==> src/rtl/mips_core_pkg.sv <==
// Shared types for the out-of-order core.
//   DATA_WIDTH : architectural result width
//   ROB_DEPTH  : default reorder-buffer entry count
//   MipsReg    : 5-bit architectural register index
//   RobTag     : reorder-buffer entry index
//   RobEntry   : one reorder-buffer slot (status bits, destination, result)
package mips_core_pkg;

  localparam int DATA_WIDTH = 32;
  localparam int ROB_DEPTH  = 8;
  localparam int ROB_TAG_W  = $clog2(ROB_DEPTH);

  typedef logic [4:0]           MipsReg;
  typedef logic [ROB_TAG_W-1:0] RobTag;

  typedef struct packed {
    logic                  valid;
    logic                  done;
    logic                  uses_rw;
    MipsReg                rw_addr;
    logic [DATA_WIDTH-1:0] data;
  } RobEntry;

endpackage

==> src/rtl/rob_youngest_match.sv <==
// Circular priority search over the reorder-buffer entries.
// Finds the entry closest behind tail (tail-1, tail-2, ... wrapping) whose
// match bit is set, i.e. the youngest matching in-flight instruction.
//   match_vec : per-entry match bits
//   tail      : current allocation pointer
//   match_idx : index of the youngest match (0 when no hit)
//   hit       : at least one match bit set
module rob_youngest_match
  import mips_core_pkg::*;
#(
  parameter int DEPTH = ROB_DEPTH,
  parameter int TAG_W = $clog2(DEPTH)
) (
  input  logic [DEPTH-1:0] match_vec,
  input  logic [TAG_W-1:0] tail,
  output logic [TAG_W-1:0] match_idx,
  output logic             hit
);

  // Walk from the oldest slot (tail-DEPTH) to the youngest (tail-1); the last
  // hit written is the youngest one.
  always_comb begin
    match_idx = '0;
    hit       = 1'b0;
    for (int k = DEPTH; k >= 1; k--) begin
      if (match_vec[tail - TAG_W'(k)]) begin
        match_idx = tail - TAG_W'(k);
        hit       = 1'b1;
      end
    end
  end

endmodule

==> src/rtl/reorder_buffer.sv <==
// In-order retirement buffer. Allocates one tag per dispatched instruction,
// accepts out-of-order completions, retires in program order and drives the
// architectural write-back. A combinational lookup exposes completed but
// unretired results to decode-side forwarding.
//   clk, rst_n                          : clock, async active-low reset
//   i_alloc_*, o_alloc_ready/o_alloc_tag: dispatch allocation handshake
//   i_cpl_*                             : execution-unit completion
//   i_flush                             : squash every entry
//   i_lookup_addr, o_lookup_*           : forwarding query
//   o_retire_valid, o_wb_*              : registered write-back of retirement
//   o_count                             : occupied entries
module reorder_buffer
  import mips_core_pkg::*;
#(
  parameter int DEPTH  = ROB_DEPTH,
  parameter int TAG_W  = $clog2(DEPTH),
  parameter int DATA_W = DATA_WIDTH
) (
  input  logic              clk,
  input  logic              rst_n,
  input  logic              i_alloc_valid,
  input  logic              i_alloc_uses_rw,
  input  logic [4:0]        i_alloc_rw_addr,
  output logic              o_alloc_ready,
  output logic [TAG_W-1:0]  o_alloc_tag,
  input  logic              i_cpl_valid,
  input  logic [TAG_W-1:0]  i_cpl_tag,
  input  logic [DATA_W-1:0] i_cpl_data,
  input  logic              i_flush,
  input  logic [4:0]        i_lookup_addr,
  output logic              o_lookup_hit,
  output logic              o_lookup_done,
  output logic [DATA_W-1:0] o_lookup_data,
  output logic              o_retire_valid,
  output logic              o_wb_uses_rw,
  output logic [4:0]        o_wb_rw_addr,
  output logic [DATA_W-1:0] o_wb_rw_data,
  output logic [TAG_W:0]    o_count
);

  localparam logic [TAG_W:0] FULL_CNT = (TAG_W+1)'(DEPTH);

  logic [DEPTH-1:0]  ent_valid;
  logic [DEPTH-1:0]  ent_done;
  logic [DEPTH-1:0]  ent_uses_rw;
  MipsReg            ent_rw_addr [DEPTH];
  logic [DATA_W-1:0] ent_data    [DEPTH];

  logic [TAG_W-1:0]  head;
  logic [TAG_W-1:0]  tail;
  logic [TAG_W:0]    count;

  logic              alloc_fire;
  logic              cpl_fire;
  logic              retire_fire;

  logic              vld_p1;
  logic              wb_uses_rw_p1;
  MipsReg            wb_rw_addr_p1;
  logic [DATA_W-1:0] wb_rw_data_p1;

  logic [DEPTH-1:0]  lk_match;
  logic [TAG_W-1:0]  lk_idx;
  logic              lk_hit;

  // Ready comes from the registered count only: a full buffer that retires
  // this cycle still refuses the allocation.
  assign o_alloc_ready = (count != FULL_CNT);
  assign o_alloc_tag   = tail;
  assign alloc_fire    = i_alloc_valid & o_alloc_ready;
  // An allocation reusing the completing tag wins; the completion is dropped.
  assign cpl_fire      = i_cpl_valid & ent_valid[i_cpl_tag]
                       & ~(alloc_fire & (i_cpl_tag == tail));
  assign retire_fire   = ent_valid[head] & ent_done[head];

  // Stage p0 -> p1: entry status, pointers and registered retirement
  always_ff @(posedge clk or negedge rst_n) begin
    if (!rst_n) begin
      ent_valid     <= '0;
      ent_done      <= '0;
      head          <= '0;
      tail          <= '0;
      count         <= '0;
      vld_p1        <= 1'b0;
      wb_uses_rw_p1 <= 1'b0;
      wb_rw_addr_p1 <= '0;
      wb_rw_data_p1 <= '0;
    end else if (i_flush) begin
      ent_valid     <= '0;
      ent_done      <= '0;
      head          <= '0;
      tail          <= '0;
      count         <= '0;
      vld_p1        <= 1'b0;
      wb_uses_rw_p1 <= 1'b0;
      wb_rw_addr_p1 <= '0;
      wb_rw_data_p1 <= '0;
    end else begin
      if (cpl_fire) begin
        ent_done[i_cpl_tag] <= 1'b1;
      end
      // Retire clear is placed after the completion so it wins on the head.
      if (retire_fire) begin
        ent_valid[head] <= 1'b0;
        ent_done[head]  <= 1'b0;
        head            <= head + TAG_W'(1);
      end
      if (alloc_fire) begin
        ent_valid[tail] <= 1'b1;
        ent_done[tail]  <= 1'b0;
        tail            <= tail + TAG_W'(1);
      end
      count <= count + {{TAG_W{1'b0}}, alloc_fire} - {{TAG_W{1'b0}}, retire_fire};

      vld_p1        <= retire_fire;
      wb_uses_rw_p1 <= retire_fire & ent_uses_rw[head] & (ent_rw_addr[head] != '0);
      if (retire_fire) begin
        wb_rw_addr_p1 <= ent_rw_addr[head];
        wb_rw_data_p1 <= ent_data[head];
      end
    end
  end

  // Payload storage; meaningful only while the matching valid bit is set.
  always_ff @(posedge clk) begin
    if (!i_flush && alloc_fire) begin
      ent_uses_rw[tail] <= i_alloc_uses_rw;
      ent_rw_addr[tail] <= i_alloc_rw_addr;
    end
    if (!i_flush && cpl_fire) begin
      ent_data[i_cpl_tag] <= i_cpl_data;
    end
  end

  always_comb begin
    lk_match = '0;
    for (int i = 0; i < DEPTH; i++) begin
      lk_match[i] = ent_valid[i] & ent_uses_rw[i]
                  & (ent_rw_addr[i] == i_lookup_addr) & (i_lookup_addr != '0);
    end
  end

  rob_youngest_match #(
    .DEPTH (DEPTH),
    .TAG_W (TAG_W)
  ) u_match (
    .match_vec (lk_match),
    .tail      (tail),
    .match_idx (lk_idx),
    .hit       (lk_hit)
  );

  assign o_lookup_hit  = lk_hit;
  assign o_lookup_done = lk_hit & ent_done[lk_idx];
  assign o_lookup_data = lk_hit ? ent_data[lk_idx] : '0;

  assign o_retire_valid = vld_p1;
  assign o_wb_uses_rw   = wb_uses_rw_p1;
  assign o_wb_rw_addr   = wb_rw_addr_p1;
  assign o_wb_rw_data   = wb_rw_data_p1;
  assign o_count        = count;

endmodule

==> config.mk <==
export PLATFORM = sky130hd
export DESIGN_NAME = reorder_buffer
export DESIGN_NICKNAME = d
export VERILOG_FILES = /design/src/rtl/mips_core_pkg.sv /design/src/rtl/rob_youngest_match.sv /design/src/rtl/reorder_buffer.sv
export SDC_FILE = /design/constraint.sdc
export NUM_CORES = 1
export LEC_CHECK = 0
export CAP_MARGIN = 10
export CORE_MARGIN = 5
export CORE_UTILIZATION = 45
export CTS_CLUSTER_DIAMETER = 150
export CTS_CLUSTER_SIZE = 24
export DETAILED_ROUTE_END_ITERATION = 12
export GPL_ROUTABILITY_DRIVEN = 0
export GPL_TIMING_DRIVEN = 0
export PLACE_DENSITY = 0.69
export SLEW_MARGIN = 20
export SYNTH_ARGS = -nofsm -noshare
export SYNTH_HDL_FRONTEND = slang
export SYNTH_HIERARCHICAL = 1
export SYNTH_SLANG_ARGS = --single-unit
==> constraint.sdc <==
create_clock -name clk -period 8.6 [get_ports clk]
set_input_delay 1.72 -clock clk [delete_from_list [all_inputs] [get_ports clk]]
set_output_delay 1.72 -clock clk [all_outputs]
set_load 0.005 [all_outputs]
==> results of run 1 <==
## cells in the final DEF, fill, tap and decap left out, types with 7 or more instances in the layout
| master | netlist | layout |
|---|---|---|
| a211oi_1 | 40 | 40 |
| a21o_1 | 7 | 7 |
| a21oi_1 | 32 | 32 |
| a221oi_1 | 25 | 25 |
| a22oi_1 | 29 | 29 |
| a31oi_1 | 13 | 12 |
| buf_2 | 32 | 37 |
| buf_4 | 4 | 30 |
| clkbuf_1 | 42 | 51 |
| clkbuf_16 | 0 | 19 |
| clkdlybuf4s50_1 | 0 | 124 |
| dfrtp_1 | 65 | 65 |
| edfxtp_1 | 304 | 304 |
| ha_1 | 9 | 9 |
| inv_1 | 18 | 18 |
| mux2_2 | 42 | 42 |
| mux2i_1 | 84 | 82 |
| mux4_2 | 86 | 86 |
| nand2_1 | 24 | 24 |
| nand3_1 | 19 | 19 |
| nand4_1 | 8 | 8 |
| nor2_1 | 79 | 74 |
| nor2b_1 | 43 | 43 |
| nor3_1 | 19 | 11 |
| nor3_2 | 0 | 8 |
| o211ai_1 | 11 | 11 |
| o21ai_0 | 20 | 20 |
| o22ai_1 | 8 | 8 |
| xnor2_1 | 42 | 42 |
## worst max-delay path by stage
stage	from	end	slack, ps	cells past startpoint
6_report	i_lookup_addr[1]	o_lookup_data[24]	160	15
5_1_grt	i_lookup_addr[1]	o_lookup_data[31]	0.6	15
4_1_cts	i_lookup_addr[1]	o_lookup_data[2]	6	15
3_5_place_dp	i_lookup_addr[0]	o_lookup_data[24]	-810	16
3_3_place_gp	i_cpl_tag[2]	ent_data[2][29]$_DFFE_PP_	-2130	7
2_1_floorplan	i_lookup_addr[1]	o_lookup_data[24]	1220	14
## layout make-up
| type | instances | area (sq um) |
|---|---|---|
| Clock buffer | 32 | 524 |
| Tap cell | 525 | 657 |
| Buffer | 95 | 493 |
| Multi-Input combinational cell | 734 | 6820 |
| Clock inverter | 2 | 25.0 |
| Inverter | 20 | 75.1 |
| Sequential cell | 369 | 10800 |
| Fill cell | 3276 | 18700 |
| Timing Repair Buffer | 159 | 1600 |
## routing by layer
metal | vias up | part of all wire [%]
met5 | - | 0.019
met2 | 857 | 46
met1 | 6305 | 38
met4 | 2 | 4.5
li1 | 5208 | -
met3 | 164 | 11
## worst max-delay path, cell delays in order
cell and delay [ps]:
clkbuf_1 260, or4_1 640, nor2_4 200, nor3_1 160
mux4_2 560, mux2_2 340, a211oi_1 300, o211ai_1 130
nand3_1 350, buf_2 390, buf_2 450, mux4_2 280
mux2i_1 100, nor2b_1 270, clkdlybuf4s50_1 560
## kinds of logic after synthesis
| group | count (synthesis) | synth area share [%] |
|---|---|---|
| multiplexers | 215 | 18.4 |
| buffers and inverters | 115 | 2.89 |
| XOR/XNOR | 48 | 2.34 |
| flip-flops | 369 | 59.8 |
| AO/OA/AOI/OAI | 229 | 9.31 |
| AND/OR/NAND/NOR | 232 | 6.52 |
| adder cells (fa/ha/maj) | 10 | 0.737 |
## power breakdown
group / internal [mW] / leakage, nW / total [mW] / switching, mW
Combinational: 0.214 / 2.93 / 0.445 / 0.231
Clock: 0.428 / 0.261 / 1.00 / 0.576
Sequential: 1.95 / 3.64 / 1.97 / 0.0186
## state kept, by name, summed over array words and instances (netlist names)
signal          flops
o_wb_rw_data       32
ent_data          256
ent_uses_rw         8
ent_valid           8
o_alloc_tag         3
o_wb_uses_rw        1
ent_done            8
head                3
o_wb_rw_addr        5
o_retire_valid      1
ent_rw_addr        40
o_count             4
## what timing repair did
item                                    CTS  global route
setup buffers                             0             1
gates resized for setup                  24            11
endpoints found under the setup margin   33            33
## cells in the mapped netlist, drive strengths merged (3+ instances only)
master  instances  area, sq um
and2            6         37.5
mux2           43          488
edfxtp        304         9130
inv            20         75.1
nand2b          5         31.3
clkbuf         43          171
xor2            6         52.6
ha              9          113
nor2b          43          269
a22oi          29          218
buf            52          273
nor3b           6         45.0
a311oi          5         43.8
a221o           6         60.1
mux2i          84          841
o21ai          20          100
nand3b          3         22.5
o211ai         11         82.6
nor4            3         18.8
o22ai           8         50.1
a21oi          33          176
xnor2          42          368
mux4           88         1990
dfrtp          65         1630
nor2           79          297
nor3           19         95.1
nand2          24         90.1
a21o            7         52.6
nand3          19         95.1
a221oi         25          219
a41o            4         40.0
nand4           8         50.1
a222oi          5         50.1
a22o            5         43.8
a211oi         40          300
and3            6         37.5
a31oi          13         81.3
## through the flow
step	hold WS, ps	util (%)
floorplan	483	-
global placement	521	50.2
detailed placement	528	51.2
CTS	554	52.8
global route	570	52.8
finish	548	52.8
==> results.md, run 1 <==
* Status: completed
* Tcrit/Tclk final at 98.1%
* Crit start category: input pin
* Antenna violation net count after detailed routing at 0
* Final Setup Violations at 0
* Area of the mapped netlist at 18000 sq um
* Clk_skew at 41.4 ps
* First-pass GRT wire length at 82600 microns
* I/O Buffers at 125
* Hold path cells at 1
* Root Buffer: clkbuf_16
* Fin cells at 1936
* Register area share after synthesis at 59.8%
* Placed cell count at 1901
* DR iter-0 viols at 1573
* Setup CP Type: input pin to output port
* Worst Hold Class: register to register
* Global routing's busiest layer: met2
* Vias in the first global route at 12600
* Main flop type after synthesis: edfxtp_1
* Setup total negative slack at 0 ps
* Mean number of vias per cell at 6.48
* Met3 Use GR at 5.16%
* Placement Rows at 73
* Kind of end point of the critical path: output port
* CTS max path bufs at 3
* Total CTS buffers at 19
* Clock-pin slew on the worst setup and hold paths at 100 ps
* Starting Density at 45.4%
* Largest net degree at the start of global routing at 40
* Async SR Flop Fraction at 17.6%
* # Max-Cap Violations at 0
* Critical path arrival at 6720 ps
* # clock sinks at 369
* Tightest Pin Transition at 1080 ps
* Max frequency at 119 MHz
* Num ports at 132
* # nets final at 1459
* Hold Path End: o_wb_rw_data[18]$_DFFE_PN0P_
* Initial antenna violation count at 1
* Power Density at 163 nW/um^2
* Die X-Extent at 210 microns
* Slew Viols, Final at 0
* Syn avg cell area at 14.8 sq um
* Setup slack, reg-to-reg at 4820 ps
* Die height at 210 microns
* Reg2reg path depth at 13
* Vias at 12500
* Reg2Reg Capture Point: ent_data[2][17]$_DFFE_PP_
* Maximum VDD drop at 0.128 mV
* ANT cells at 0
* Tmin final at 8440 ps
* Pre-CTS WS at -806 ps
* Worst Hold Launch: o_wb_rw_data[18]$_DFFE_PN0P_
* EDFF count, synth at 304
* Syn Nets at 1279
* TritonCTS clock tree: yes
* Worst skew pair latency at 550 ps
* Total wire length at 57300 microns
* Hold Buf Count CTS at 0
* Grt met1 use at 34.2%
* Warnings, synthesis at 6
* Number of synthesized register bits at 369
* Power Total at 3.42 mW
* Post-Synthesis Cells at 1218
* Yosys cell types at 68
* Setup WS post-layout at 162 ps
* Leakage at 6.83 nW
* Reg2reg start: o_count[2]$_DFF_PN0_
* DRC viols at 0
* Final hold violations at 0
* Grt met2 use at 40.5%
* Pre-Repair DR Iteration Count at 5
* Rel. slew slack at 28.0%
* RSZ-0062 raised after global routing: no
* Remaining global-route overflow at 0
* P&R area growth vs syn at 16.4%
* Hpwl dp at 40500 microns
* Core area at 39600 sq um
* Required time worst endpoint at 6880 ps
* Routed length per instance at 29.6 microns
* Layout cells sized above 1 at 18.6%
* Dpl cell area at 20300 sq um
* GRT Resource Usage Total at 25.2%
* Crit Path Max Fanout at 10
* Design area at 20900 sq um
* Die area at 44100 sq um
* Htree depth at 1
Note: power is estimated with default switching activity, not from simulation.
==> run 2, diff against run 1 <==
--- a/config.mk
+++ b/config.mk
@@ -6,6 +6,8 @@
 export NUM_CORES = 1
 export LEC_CHECK = 0
 export CAP_MARGIN = 10
+export CELL_PAD_IN_SITES_DETAIL_PLACEMENT = 1
+export CELL_PAD_IN_SITES_GLOBAL_PLACEMENT = 1
 export CORE_MARGIN = 5
 export CORE_UTILIZATION = 45
 export CTS_CLUSTER_DIAMETER = 150
@@ -13,7 +15,7 @@
 export DETAILED_ROUTE_END_ITERATION = 12
 export GPL_ROUTABILITY_DRIVEN = 0
 export GPL_TIMING_DRIVEN = 0
-export PLACE_DENSITY = 0.69
+export PLACE_DENSITY = 0.79
 export SLEW_MARGIN = 20
 export SYNTH_ARGS = -nofsm -noshare
 export SYNTH_HDL_FRONTEND = slang
==> results.md, run 2 (synthesized netlist as in run 1, its figures left out) <==
* Area of the multi-input gates at 6820 sq um
* Clk_skew at 34.7 ps
* Maximum VDD drop at 0.119 mV
* Htree depth at 1
* Rel. slew slack at 23.7%
* Required time worst endpoint at 6880 ps
* Dpl cell area at 20300 sq um
* Max reg flops at 256
* Initial antenna violation count at 0
* Vias in the first global route at 13400
* Die area at 44100 sq um
* Final Setup Violations at 0
* Die X-Extent at 210 microns
* TritonCTS clock tree: yes
* Slew Viols, Final at 0
* Leakage at 6.85 nW
* P&R area growth vs syn at 16.6%
* Hpwl dp at 45100 microns
* CTS max path bufs at 3
* # nets final at 1461
* Storage cell area at 10800 sq um
* Crit path buffers/inverters at 4
* Power Density at 164 nW/um^2
* RSZ-0062 raised after global routing: no
* Fin cells at 1937
* Setup CP Type: input pin to output port
* ANT cells at 0
* Commonest non-fill, non-tap cell in the layout: edfxtp_1
* Status: completed
* Antenna violation net count after detailed routing at 0
* DR iter-0 viols at 1488
* Starting Density at 45.4%
* Cell Chain, Critical Path: clkbuf_2 -> or4_1 -> nor2_4 -> nor3_1 -> mux4_1 -> mux2_2 -> a221oi_1 -> o211ai_1 -> nand3_1 -> buf_2 -> clkbuf_4 -> mux4_2 -> mux2i_1 -> nor2b_1 -> clkdlybuf4s50_1
* Mean number of vias per cell at 6.60
* Final hold violations at 0
* Cell family with most CP delay: simple AND/OR/NAND/NOR gates
* Crit Path Max Fanout at 10
* Die height at 210 microns
* Tmin final at 8450 ps
* Tightest Pin Transition at 1140 ps
* # Max-Cap Violations at 0
* Root Buffer: clkbuf_16
* Pre-Repair DR Iteration Count at 6
* Tcrit/Tclk final at 98.2%
* Crit start category: input pin
* Kind of end point of the critical path: output port
* GRT Resource Usage Total at 27.8%
* Commonest cells after routing, fill and taps aside: edfxtp_1 (304), clkdlybuf4s50_1 (124), mux4_2 (86), mux2i_1 (81), nor2_1 (74)
* First-pass GRT wire length at 91700 microns
* Clock-pin slew on the worst setup and hold paths at 110 ps
* Largest net degree at the start of global routing at 45
* Num ports at 132
* Worst skew pair latency at 540 ps
* I/O Buffers at 125
* Total wire length at 62700 microns
* Max stage delay cell, worst path: or4_1
* Max frequency at 118 MHz
* DRC viols at 0
* Placement Rows at 73
* Design area at 21000 sq um
* Fill cell count at 3925
* Placed cell count at 1903
* Reg with most FFs: ent_data
* # clock sinks at 369
* Core area at 39600 sq um
* Vias at 12800
* Worst Hold Class: register to register
* Layout cells sized above 1 at 18.8%
* Worst stage delay on the critical path at 630 ps
* Routed length per instance at 32.4 microns
* Critical path arrival at 6730 ps
* Remaining global-route overflow at 0
* Total CTS buffers at 19
==> run 2: repair_timing <==
| action | in CTS | in global routing |
|---|---|---|
| cloned | 0 | 0 |
| endpoints found under the setup margin | 33 | 31 |
| gates resized for setup | 22 | 18 |
| setup buffers | 1 | 0 |
| hold buffers | 0 | 0 |
==> run 2: through the flow <==
step	total power, mW	setup TNS [ps]	utilization (%)	hold WS [ps]	setup WS (ps)
2_1_floorplan	2.29	0	-	483	1220
3_3_place_gp	2.44	-138490	50.2	522	-2410
3_5_place_dp	2.46	-21460	51.3	532	-862
4_1_cts	3.44	0	52.9	564	64.9
5_1_grt	3.55	0	52.9	587	0.648
6_report	3.44	0	52.9	554	154
==> run 2: metal layers <==
metal	GRT usage, %	part of all wire, %	vias up
met5	0	0	-
met1	37.4	38	6630
met4	9.05	4.1	0
met2	46.2	48	776
li1	-	-	5213
met3	5.16	9.8	165
==> run 2: worst paths after layout <==
| path | startpoint | endpoint | slack [ps] | depth (start not counted) |
|---|---|---|---|---|
| hold reg to reg | o_wb_rw_data[18]$_DFFE_PN0P_ | o_wb_rw_data[18]$_DFFE_PN0P_ | 550 | 1 |
| setup / recovery | i_lookup_addr[1] | o_lookup_data[25] | 150 | 15 |
| min in group asynchronous | rst_n | o_count[1]$_DFF_PN0_ | 1070 | 1 |
| setup reg to reg | head[0]$_DFFE_PN0P_ | o_count[1]$_DFF_PN0_ | 4700 | 10 |
| max in group asynchronous | rst_n | o_wb_rw_data[29]$_DFFE_PN0P_ | 6910 | 2 |
| hold / removal | o_wb_rw_data[18]$_DFFE_PN0P_ | o_wb_rw_data[18]$_DFFE_PN0P_ | 550 | 1 |
==> run 2: final cells by class <==
class | count | share of cell area [%]
Inverter | 20 | 0.358
Multi-Input combinational cell | 734 | 32.5
Timing Repair Buffer | 161 | 7.80
Clock buffer | 31 | 2.48
Sequential cell | 369 | 51.3
Buffer | 95 | 2.36
Tap cell | 525 | 3.13
Clock inverter | 2 | 0.0954
==> run 2: worst register-to-register path, delay by kind of cell, from the launching register on <==
family          cells  cell delay [ps]
buf+inv             3             1090
fa+ha+maj           3              980
flops               1              410
compound gates      2              680
simple gates        2              620
==> run 2: report_power, final <==
group          total [mW]  leakage, nW  internal, mW  switching, mW
Sequential           1.97         3.64          1.95         0.0195
Clock                1.00        0.257         0.424          0.580
Combinational       0.463         2.96         0.219          0.244
Total                3.44         6.85          2.60          0.843
==> run 3, diff against run 2 <==
--- a/config.mk
+++ b/config.mk
@@ -15,9 +15,8 @@
 export DETAILED_ROUTE_END_ITERATION = 12
 export GPL_ROUTABILITY_DRIVEN = 0
 export GPL_TIMING_DRIVEN = 0
-export PLACE_DENSITY = 0.79
-export SLEW_MARGIN = 20
+export PLACE_DENSITY = 0.8
+export SLEW_MARGIN = 0
 export SYNTH_ARGS = -nofsm -noshare
 export SYNTH_HDL_FRONTEND = slang
-export SYNTH_HIERARCHICAL = 1
 export SYNTH_SLANG_ARGS = --single-unit
==> results.md, run 3 <==
* Mux cell area share after synthesis at 2.87%
* Final Setup Violations at 0
* Initial antenna violation count at 0
* Max reg flops at 256
* Num ports at 132
* Starting Density at 45.6%
* Synth top area share at 50.2%
* Main flop type after synthesis: edfxtp_1
* Top-count cell post-synth: edfxtp_1
* Warnings, synthesis at 0
* Remaining global-route overflow at 0
* Fill cell count at 4054
* Hpwl dp at 49600 microns
* Placement Rows at 73
* Vias in the first global route at 15500
* Die X-Extent at 211 microns
* Hold Buf Count CTS at 0
* Critical path arrival at 6780 ps
* Synth top area cells: edfxtp_1 (50%), dfrtp_1 (8.9%), o211ai_1 (4.1%), a21boi_0 (3.9%), and3_1 (3.5%)
* Crit Path Max Fanout at 10
* XOR/XNOR Fraction of Synth Area at 2.50%
* GRT Resource Usage Total at 31.8%
* P&R area growth vs syn at 15.2%
* Power Total at 3.95 mW
* # clock sinks at 369
* Commonest non-fill, non-tap cell in the layout: edfxtp_1
* Total wire length at 73100 microns
* Clock-pin slew on the worst setup and hold paths at 90 ps
* Antenna violation net count after detailed routing at 0
* Register area share after synthesis at 59.1%
* Worst Hold Class: register to register
* Tmin final at 8500 ps
* Leading area contributor after synthesis: edfxtp_1
* Root Buffer: clkbuf_16
* Post-Synthesis Cells at 1430
* Mean number of vias per cell at 7.15
* Syn avg cell area at 12.7 sq um
* Commonest cells after routing, fill and taps aside: edfxtp_1 (304), clkdlybuf4s50_1 (125), clkbuf_1 (109), and3_1 (103), o211ai_1 (100)
* RSZ-0062 raised after global routing: no
* Layout cells sized above 1 at 6.37%
* ANT cells at 0
* Largest net degree at the start of global routing at 46
* Htree depth at 1
* DR iter-0 viols at 1998
* Tightest Pin Transition at 1330 ps
* Main combinational cell family by area after synthesis: compound AO/OA/AOI/OAI gates
* Area of the mapped netlist at 18200 sq um
* Number of synthesized register bits at 369
* Routed length per instance at 34.4 microns
* Worst skew pair latency at 530 ps
* Die height at 211 microns
* Synth Area in Compound Gates at 21.9%
* Clk_skew at 23.5 ps
* Final hold violations at 0
* Die area at 44600 sq um
* TritonCTS clock tree: yes
* Reg with most FFs: ent_data
* Area share of fa/ha/maj cells after synthesis at 0.935%
* Core area at 39900 sq um
* Top cells by instance count after synthesis: edfxtp_1 (304), and3_1 (103), o211ai_1 (100)
* Placed cell count at 2096
* # nets final at 1656
* Total CTS buffers at 19
* Maximum VDD drop at 0.127 mV
* I/O Buffers at 126
* Area of the multi-input gates at 6810 sq um
* Setup CP Type: input pin to output port
* # Max-Cap Violations at 0
* Slew Viols, Final at 0
* Storage cell area at 10800 sq um
* PostCTS Resize Cnt at 0
* Required time worst endpoint at 6880 ps
* Pre-Repair DR Iteration Count at 5
* Async SR Flop Fraction at 17.6%
* CTS max path bufs at 3
* Yosys cell types at 69
* Crit start category: input pin
* Leakage at 7.19 nW
* DRC viols at 0
* EDFF count, synth at 304
* Pre-CTS WS at 397 ps
* Post-CTS setup buffers at 0
* Tcrit/Tclk final at 98.8%
* Kind of end point of the critical path: output port
* First-pass GRT wire length at 105000 microns
* Power Density at 188 nW/um^2
* Vias at 15200
* Max frequency at 118 MHz
* Setup WS post-layout at 104 ps
* Status: completed
* Fin cells at 2126
* Rel. slew slack at 11.6%
* Simple-gate area share of the yosys netlist at 8.93%
* Syn Nets at 1494
==> run 3: cell count changes after synthesis, moves of 46 or more <==
cell / before / now
a21boi_0: 1 / 95
a221oi_1: 25 / 71
a22o_1: 5 / 69
and3_1: 6 / 103
clkbuf_1: 42 / 99
mux4_2: 86 / 2
o211ai_1: 11 / 100
==> run 3: critical path: stages <==
cell and delay, ps:
buf_4 180, xor2_1 170, nor4_1 380, nand4_1 380, o22ai_1 340, nor3_1 120
nor2_1 260, mux2i_1 270, a41oi_2 170, o21ai_1 610, buf_2 420, clkbuf_1 690
o211ai_1 200, o2111ai_1 270, clkdlybuf4s50_1 590
==> run 3: through the flow <==
step           utilization, %  hold slack [ps]  instance area, sq um  TNS (ps)
2_1_floorplan               -              489                 18200         0
3_3_place_gp             50.4              523                 20100      -315
3_5_place_dp             51.2              559                 20400         0
4_1_cts                  52.5              578                 21000         0
5_1_grt                  52.5              587                 21000         0
6_report                 52.5              569                 21000         0
==> run 3: cell families after synthesis <==
kind of cell | Yosys count
AO/OA/AOI/OAI | 501
flip-flops | 369
AND/OR/NAND/NOR | 292
buffers and inverters | 154
XOR/XNOR | 52
multiplexers | 49
adder cells (fa/ha/maj) | 13
==> run 3: area by class of cell <==
type | instances | share of cell area [%]
inverters | 18 | 0.322
repair buffers | 141 | 7.26
flip-flops and latches | 369 | 51.3
multi-input cells | 907 | 32.5
clock inverters | 1 | 0.0776
clock buffers | 29 | 2.45
well taps | 525 | 3.13
plain buffers | 136 | 2.95
==> run 3: path summary, 6_finish.rpt <==
| path | cells past startpoint | from | to | slack [ps] |
|---|---|---|---|---|
| worst min-delay path | 2 | o_wb_rw_addr[4]$_DFFE_PN0P_ | o_wb_rw_addr[4]$_DFFE_PN0P_ | 570 |
| max in group asynchronous | 2 | rst_n | o_wb_rw_data[5]$_DFFE_PN0P_ | 6850 |
| worst max register to register | 12 | head[0]$_DFFE_PN0P_ | o_count[1]$_DFF_PN0_ | 3930 |
| worst min register to register | 2 | o_wb_rw_addr[4]$_DFFE_PN0P_ | o_wb_rw_addr[4]$_DFFE_PN0P_ | 570 |
| worst max-delay path | 15 | i_lookup_addr[2] | o_lookup_done | 100 |
| min in group asynchronous | 1 | rst_n | o_wb_rw_data[26]$_DFFE_PN0P_ | 1120 |
==> run 3: where the power goes <==
part           switching (mW)  internal, mW  leakage, nW
clock                   0.577         0.421        0.253
sequential             0.0183          1.96         3.64
combinational           0.679         0.298         3.30
==> run 3: routing by layer <==
| layer | global-route usage (%) | vias up | part of all wire [%] |
|---|---|---|---|
| met2 | 48.8 | 1275 | 44 |
| met1 | 42.5 | 7559 | 37 |
| met4 | 15.3 | 0 | 6.0 |
| met3 | 7.90 | 303 | 13 |
| li1 | - | 6065 | - |
| met5 | 0 | - | 0 |
